<file path="config.mk">
export PLATFORM = sky130hd
export DESIGN_NAME = id_ex_stage
export DESIGN_NICKNAME = d
export VERILOG_FILES = /design/src/rtl/pipe_pkg.sv /design/src/rtl/id_ex_stage_load_use_detect.sv /design/src/rtl/id_ex_stage.sv
export SDC_FILE = /design/constraint.sdc
export NUM_CORES = 1
export LEC_CHECK = 0
export CAP_MARGIN = 20
export CORE_MARGIN = 5
export CORE_UTILIZATION = 40
export DETAILED_ROUTE_END_ITERATION = 10
export PLACE_DENSITY = 0.87
export SYNTH_ARGS = -nofsm -noshare
export SYNTH_HDL_FRONTEND = slang
export SYNTH_SLANG_ARGS = --single-unit
</file>
<file path="constraint.sdc">
create_clock -name clk_i -period 2 [get_ports clk_i]
set_input_delay 0.4 -clock clk_i [delete_from_list [all_inputs] [get_ports clk_i]]
set_output_delay 0.4 -clock clk_i [all_outputs]
set_load 0.02 [all_outputs]
</file>
<file path="src/rtl/pipe_pkg.sv">
// pipe_pkg: shared RV32I pipeline encodings and the ID/EX control bundle
package pipe_pkg;
  localparam logic [1:0] ALUOP_ADD   = 2'b00;
  localparam logic [1:0] ALUOP_SUB   = 2'b01;
  localparam logic [1:0] ALUOP_RTYPE = 2'b10;
  localparam logic [1:0] ALUOP_ITYPE = 2'b11;
  localparam logic [6:0] OP_RTYPE  = 7'b0110011;
  localparam logic [6:0] OP_LOAD   = 7'b0000011;
  localparam logic [6:0] OP_STORE  = 7'b0100011;
  localparam logic [6:0] OP_BRANCH = 7'b1100011;
  localparam logic [6:0] OP_IMM    = 7'b0010011;
  typedef struct packed {
    logic       branch;
    logic       memread;
    logic       memwrite;
    logic       memtoreg;
    logic       alusrc;
    logic [1:0] aluop;
    logic       regwrite;
  } ctrl_t;
  localparam ctrl_t CTRL_NOP = '0;
  // rs2 is read by register-register ops, stores (data) and branches (compare)
  function automatic logic uses_rs2(input ctrl_t c);
    return ~c.alusrc | c.memwrite | c.branch;
  endfunction
endpackage

</file>
<file path="src/rtl/id_ex_stage_load_use_detect.sv">
// load_use_detect: flags an ID instruction reading the register a load in EX is about to write
module load_use_detect #(
  parameter int RADDR_W = 5
) (
  input  logic               ex_valid,
  input  logic               ex_memread,
  input  logic [RADDR_W-1:0] ex_rd,
  input  logic               id_valid,
  input  logic               use_rs2,
  input  logic [RADDR_W-1:0] id_rs1,
  input  logic [RADDR_W-1:0] id_rs2,
  output logic               hazard
);
  assign hazard = id_valid & ex_valid & ex_memread & (ex_rd != '0) &
                  ((ex_rd == id_rs1) | (use_rs2 & (ex_rd == id_rs2)));
endmodule

</file>
<file path="src/rtl/id_ex_stage.sv">
// id_ex_stage: ID/EX pipeline register that turns flushes and load-use hazards into bubbles
// Define ID_EX_PERF_EN to add saturating bubble/flush performance counters.
module id_ex_stage
  import pipe_pkg::*;
#(
  parameter int XLEN    = 32,
  parameter int RADDR_W = 5
) (
  input  logic               clk_i,
  input  logic               rst_i,
`ifdef ID_EX_PERF_EN
  output logic [31:0]        perf_bubble_cnt_o,
  output logic [31:0]        perf_flush_cnt_o,
`endif
  input  logic               stall_i,
  input  logic               flush_i,
  input  logic               id_valid_i,
  input  logic               id_branch_i,
  input  logic               id_memread_i,
  input  logic               id_memwrite_i,
  input  logic               id_memtoreg_i,
  input  logic               id_alusrc_i,
  input  logic               id_regwrite_i,
  input  logic [1:0]         id_aluop_i,
  input  logic [XLEN-1:0]    id_rs1_data_i,
  input  logic [XLEN-1:0]    id_rs2_data_i,
  input  logic [XLEN-1:0]    id_imm_i,
  input  logic [XLEN-1:0]    id_pc_i,
  input  logic [9:0]         id_funct_i,
  input  logic [RADDR_W-1:0] id_rs1_addr_i,
  input  logic [RADDR_W-1:0] id_rs2_addr_i,
  input  logic [RADDR_W-1:0] id_rd_addr_i,
  output logic               ex_valid_o,
  output logic               ex_branch_o,
  output logic               ex_memread_o,
  output logic               ex_memwrite_o,
  output logic               ex_memtoreg_o,
  output logic               ex_alusrc_o,
  output logic               ex_regwrite_o,
  output logic [1:0]         ex_aluop_o,
  output logic [XLEN-1:0]    ex_rs1_data_o,
  output logic [XLEN-1:0]    ex_rs2_data_o,
  output logic [XLEN-1:0]    ex_imm_o,
  output logic [XLEN-1:0]    ex_pc_o,
  output logic [9:0]         ex_funct_o,
  output logic [RADDR_W-1:0] ex_rs1_addr_o,
  output logic [RADDR_W-1:0] ex_rs2_addr_o,
  output logic [RADDR_W-1:0] ex_rd_addr_o,
  output logic               hazard_stall_o
);
  ctrl_t id_ctrl, ex_ctrl;
  logic  load_use, bubble;
  assign id_ctrl = '{branch: id_branch_i, memread: id_memread_i, memwrite: id_memwrite_i,
                     memtoreg: id_memtoreg_i, alusrc: id_alusrc_i, aluop: id_aluop_i,
                     regwrite: id_regwrite_i};
  load_use_detect #(.RADDR_W(RADDR_W)) u_lud (
    .ex_valid  (ex_valid_o),
    .ex_memread(ex_ctrl.memread),
    .ex_rd     (ex_rd_addr_o),
    .id_valid  (id_valid_i),
    .use_rs2   (uses_rs2(id_ctrl)),
    .id_rs1    (id_rs1_addr_i),
    .id_rs2    (id_rs2_addr_i),
    .hazard    (load_use)
  );
  // a flushed instruction never issues, so it cannot stall on a load
  assign hazard_stall_o = load_use & ~flush_i;
  assign bubble         = flush_i | hazard_stall_o;
  always_ff @(posedge clk_i) begin
    if (!rst_i) begin
      ex_valid_o    <= 1'b0;
      ex_ctrl       <= CTRL_NOP;
      ex_rs1_data_o <= '0;
      ex_rs2_data_o <= '0;
      ex_imm_o      <= '0;
      ex_pc_o       <= '0;
      ex_funct_o    <= '0;
      ex_rs1_addr_o <= '0;
      ex_rs2_addr_o <= '0;
      ex_rd_addr_o  <= '0;
    end else if (!stall_i) begin
      ex_valid_o    <= id_valid_i & ~bubble;
      ex_ctrl       <= (bubble | ~id_valid_i) ? CTRL_NOP : id_ctrl;
      ex_rs1_data_o <= id_rs1_data_i;
      ex_rs2_data_o <= id_rs2_data_i;
      ex_imm_o      <= id_imm_i;
      ex_pc_o       <= id_pc_i;
      ex_funct_o    <= id_funct_i;
      ex_rs1_addr_o <= id_rs1_addr_i;
      ex_rs2_addr_o <= id_rs2_addr_i;
      ex_rd_addr_o  <= id_rd_addr_i;
    end
  end
  assign ex_branch_o   = ex_ctrl.branch;
  assign ex_memread_o  = ex_ctrl.memread;
  assign ex_memwrite_o = ex_ctrl.memwrite;
  assign ex_memtoreg_o = ex_ctrl.memtoreg;
  assign ex_alusrc_o   = ex_ctrl.alusrc;
  assign ex_aluop_o    = ex_ctrl.aluop;
  assign ex_regwrite_o = ex_ctrl.regwrite;
`ifdef ID_EX_PERF_EN
  always_ff @(posedge clk_i) begin
    if (!rst_i) begin
      perf_bubble_cnt_o <= '0;
      perf_flush_cnt_o  <= '0;
    end else if (!stall_i) begin
      perf_bubble_cnt_o <= perf_bubble_cnt_o + 32'(hazard_stall_o & ~&perf_bubble_cnt_o);
      perf_flush_cnt_o  <= perf_flush_cnt_o + 32'(flush_i & ~&perf_flush_cnt_o);
    end
  end
`endif
endmodule

</file>
# ---- After elaboration in Yosys (flattened, before gate mapping)
# Cells that the tools add are included.
dict set report word_totals {
  inputBits 166
  out_inout_bits 163
  regBits 162
}
dict set report classes {
  muxes 1
  reduce_logical 1
  bitwise_logic 16
  n_eq_ne 2
}
# op count
set op_table {}
lappend op_table {{$eq A5 B5 Y1} 2}
lappend op_table {{$mux W8} 1}
lappend op_table {{$and A1 B1 Y1} 7}
lappend op_table {{$or A1 B1 Y1} 5}
lappend op_table {{$reduce_bool A5 Y1} 1}
lappend op_table {{$not A1 Y1} 4}

# ---- Longest topological paths before layout
dict set report depth {
  word_depth 10
  depth_mapped 5
}

# ---- Modules after synthesis
# Synthesis repeated with hierarchy kept, for this count alone.
dict set report unflattened {
  cells_unflattened 534
  hier_area_um2 6154.7
}
# module area_each_um2 n_inst cells_per_inst
set by_module_without_submodules {}
lappend by_module_without_submodules {id_ex_stage 6024.5 1 517}
lappend by_module_without_submodules {load_use_detect 130.1 1 17}

# ---- Worst setup path before layout
# Ideal clock, no wire load.
dict set report synth_path {
  kind {flip-flop to output port}
  from {register ex_rd_addr_o[4]}
  to {output port hazard_stall_o}
  setup_slack_ps -106
  required_time_ps 1600
  t_arrival_ps 1706
  stages_incl_launch_ff 5
  n_path_buf 0
  cell_sequence {dfxtp_1 -> xnor2_1 -> nand4_1 -> o22ai_2 -> nor3b_1}
}
dict set report synth_via {
  elab_chain_len 5
  elab_cells_between_ends 8
  cone_classes {eq/ne (2); bitwise (5); reduce/logical (1)}
}
# element line
set synth_rtl {}
lappend synth_rtl {{start, declared} id_ex_stage.sv:48} ;# output logic [RADDR_W-1:0] ex_rd_addr_o,
lappend synth_rtl {{start signal, assigned} id_ex_stage.sv:91} ;# ex_rd_addr_o <= id_rd_addr_i;
lappend synth_rtl {{$eq A5 B5 Y1} id_ex_stage_load_use_detect.sv:15} ;# ((ex_rd == id_rs1) | (use_rs2 & (ex_rd == id_rs2)));
lappend synth_rtl {{$and A1 B1 Y1} id_ex_stage_load_use_detect.sv:15}
lappend synth_rtl {{$or A1 B1 Y1} id_ex_stage_load_use_detect.sv:15}
lappend synth_rtl {{$and A1 B1 Y1 (*)} id_ex_stage_load_use_detect.sv:14} ;# assign hazard = id_valid & ex_valid & ex_memread & (ex_rd != '0) &
lappend synth_rtl {{$and A1 B1 Y1 (*)} id_ex_stage.sv:67} ;# assign hazard_stall_o = load_use & ~flush_i;
lappend synth_rtl {{end, declared} id_ex_stage.sv:49} ;# output logic hazard_stall_o
# Mark *: on every way between the ends. The rest lies on a longest branch, timed or not.

# ---- Worst setup path after layout
dict set report layout_path {
  from {register ex_rd_addr_o[2]}
  to {output port hazard_stall_o}
}
# Same word-level chain as after synthesis.

==> results.yml <==
die:
  dieArea_sq_um: 18300
  fp.coreArea_sq_um: 15300
  initial_utilization: 0.411
  chipHeight_microns: 135
  io-pin-count: 329
  num_rows: 45
  fp.dieW_microns: 135
clock_tree:
  path_clk_slew_ns: 0.06
  clk_path_buf_depth: 2
  h-tree-depth: 4
  tritoncts: "done"
  postCtsSetupRepairBufs: 0
  root_buffer: "clkbuf_16"
  clkLatencyLatePin_ns: 0.41
  clock_sinks: 162
  numCtsBuffers: 17
sta:
  grt_setup_unrepaired: "true"
  worstMarginPinSlew_ns: 0.476
  final_hold_viol_count: 0
  maxSlewHeadroom: 0.682
  tns_ns: -0.192
  setup_ws_ns: -0.192
  finalCritPeriodShare: 1.10
  max_clock_freq_ghz: 0.456
  min_period_ns: 2.19
  fin_skew_ns: 0.00826
  final-max-slew-violation-count: 0
  setup_viol: 1
yosys:
  synth-main-ff-cell: "dfxtp_1"
  synth_top_area_cell: "dfxtp_1"
  synth_fp_nets: 727
  seq_area_frac_synth: 0.516
  avgSynthCellArea_sq_um: 11.2
  synth_cell_types: 21
  async_flop_share: 0
  synth.area.top_cells: "dfxtp_1 (52%), mux2i_1 (24%), nor2b_1 (15%), xnor2_1 (1.4%), nand3_1 (1.4%)"
  yosysWarnings: 0
  synth-seq-cells: 162
  synth.top_cell.area_share: 0.516
  synthCells: 561
  syn-cell-area_sq_um: 6290
  synth_edf_count: 0
global_routing:
  grt_pass1_wl_microns: 29700
  antenna_found_initial: 1
  grt_pass1_vias: 5445
  grt_max_degree: 67
  track_usage: 0.209
  overflow: 0
critical_path:
  arrival_ns: 1.79
  crit_fanout: 4
  required_ns: 1.60
  start_kind: "flip-flop"
  critical_path_class: "reg2out"
  crit_path_end_kind: "output pin"
power_and_ir_drop:
  cellPowerDensity_nw_per_um2: 784
  peakVddDrop_mv: 0.545
  finalPower_mw: 8.29
  p_leak_nw: 4.30
detailed_routing:
  num_vias: 5231
  firstDrtPassIters: 4
  viasPerCell: 4.65
  first_iter_violations: 165
  wire_per_inst_microns: 17.5
  ant_nets: 0
  drcViolationCount: 0
  wirelength_microns: 19700
outcome:
  status: "finished, violations left"
  violations: "setup timing"
layout:
  diodes: 0
  filler_cell_count: 1190
  fin_nets: 1068
  area_growth_pct: 68.0
  multi_input_area_sq_um: 2890
  final_layout_size_suffix_gt1_frac: 0.0754
  final_core_utilization: 0.690
  seqCellArea_sq_um: 3240
placed_design:
  numPortBuffers: 328
  hpwl_microns: 15300
  place.gp.congestion: 0.804
worst_hold_path:
  hold_path_class: "in2reg"
flow_run:
  drv_cap: 0
[layout by cell type, fill, tap and decap left out]
master	n
a21oi_2	1
and2_1	1
buf_12	5
buf_4	27
buf_6	1
bufinv_16	2
clkbuf_1	5
clkbuf_16	17
clkbuf_8	4
clkdlybuf4s50_1	321
clkinv_4	2
clkinvlp_4	3
dfxtp_1	161
dfxtp_2	1
dlygate4sd2_1	3
dlymetal6s2s_1	1
mux2i_1	153
nand2_1	1
nand2b_1	9
nand3_1	17
nand4_1	1
nor2_2	1
nor2b_1	153
nor3b_2	2
o2111ai_4	1
o211ai_1	8
o21ai_0	1
o21ai_1	1
o22ai_2	1
or4_4	1
xnor2_1	10
[through the flow]
stage | area [sq um] | setup slack [ns] | instances | hold WS, ns
global route | 10600 | -0.254 | 1126 | 0.384
floorplan | 6300 | 0.0733 | 561 | 0.566
detailed placement | 9980 | -0.694 | 1094 | 0.490
global placement | 9980 | -0.673 | 1094 | 0.484
finish | 10600 | -0.192 | 1126 | 0.383
CTS | 10600 | -0.218 | 1126 | 0.372
[logic make-up (layout without fill, tap and decap cells)]
| group | after synthesis | count (layout) | synth area share |
|---|---|---|---|
| xor gates and xnor gates | 10 | 10 | 0.0139 |
| DFF | 162 | 162 | 0.516 |
| and+or+nand+nor | 186 | 186 | 0.183 |
| buffers and inverters | 37 | 391 | 0.0253 |
| muxes | 153 | 153 | 0.243 |
| AOI/OAI and AO/OA | 13 | 13 | 0.0187 |
[critical path: stages (launching register included)]
cell and delay [ns]:
dfxtp_2 0.33, buf_6 0.12, or4_4 0.49, o2111ai_4 0.21
nor3b_2 0.07, buf_4 0.16
[power by group]
part | internal (mW) | switching, mW | leakage, nW | total, mW
sequential | 3.42 | 0.101 | 1.34 | 3.52
clock | 1.95 | 1.28 | 0.274 | 3.22
combinational | 0.887 | 0.658 | 2.69 | 1.55
total | 6.25 | 2.04 | 4.30 | 8.29
[flip-flops by register name, indices dropped and copies added, names as in the netlist]
signal,count
ex_aluop_o,2
ex_alusrc_o,1
ex_branch_o,1
ex_funct_o,10
ex_imm_o,32
ex_memread_o,1
ex_memtoreg_o,1
ex_memwrite_o,1
ex_pc_o,32
ex_rd_addr_o,5
ex_regwrite_o,1
ex_rs1_addr_o,5
ex_rs1_data_o,32
ex_rs2_addr_o,5
ex_rs2_data_o,32
ex_valid_o,1
[cell usage after synthesis (2+ instances only)]
cell,number
o21ai_0,2
o211ai_1,8
dfxtp_1,162
buf_1,2
buf_2,16
nand3_1,17
clkbuf_1,19
nand2b_1,9
nor2b_1,153
mux2i_1,153
xnor2_1,10
[worst paths after layout]
check / from / to / slack [ns] / cells past startpoint
worst max-delay path: ex_rd_addr_o[2]$_SDFFE_PN0N_ / hazard_stall_o / -0.19 / 5
worst min-delay path: stall_i / ex_pc_o[20]$_SDFFE_PN0N_ / 0.38 / 3
worst max register to register: ex_rd_addr_o[2]$_SDFFE_PN0N_ / ex_valid_o$_SDFFE_PN0N_ / 0.39 / 6
worst min register to register: ex_aluop_o[1]$_SDFFE_PN0N_ / ex_aluop_o[1]$_SDFFE_PN0N_ / 0.50 / 2
[what timing repair did]
action,in CTS,in global routing
setup endpoints to repair,4,2
resized for setup,10,2
hold buffers,0,0
endpoints found under the hold margin,0,0
[cell type report]
| type | instances | share of cell area |
|---|---|---|
| Clock buffer | 25 | 0.0459 |
| Timing Repair Buffer | 359 | 0.339 |
| Sequential cell | 162 | 0.307 |
| Multi-Input combinational cell | 362 | 0.274 |
| Clock inverter | 7 | 0.00947 |
| Tap cell | 211 | 0.0250 |
[routing by layer]
metal  share of wire  wire length (microns)  global-route usage  vias up
li1                -                      -                   -     2562
met1            0.36                   7160               0.210     2400
met5         0.00066                     13                   0        -
met2            0.49                   9740               0.370      229
met3            0.12                   2280               0.107       38
met4           0.026                    506              0.0789        2
(Power assumes the default switching activity.)
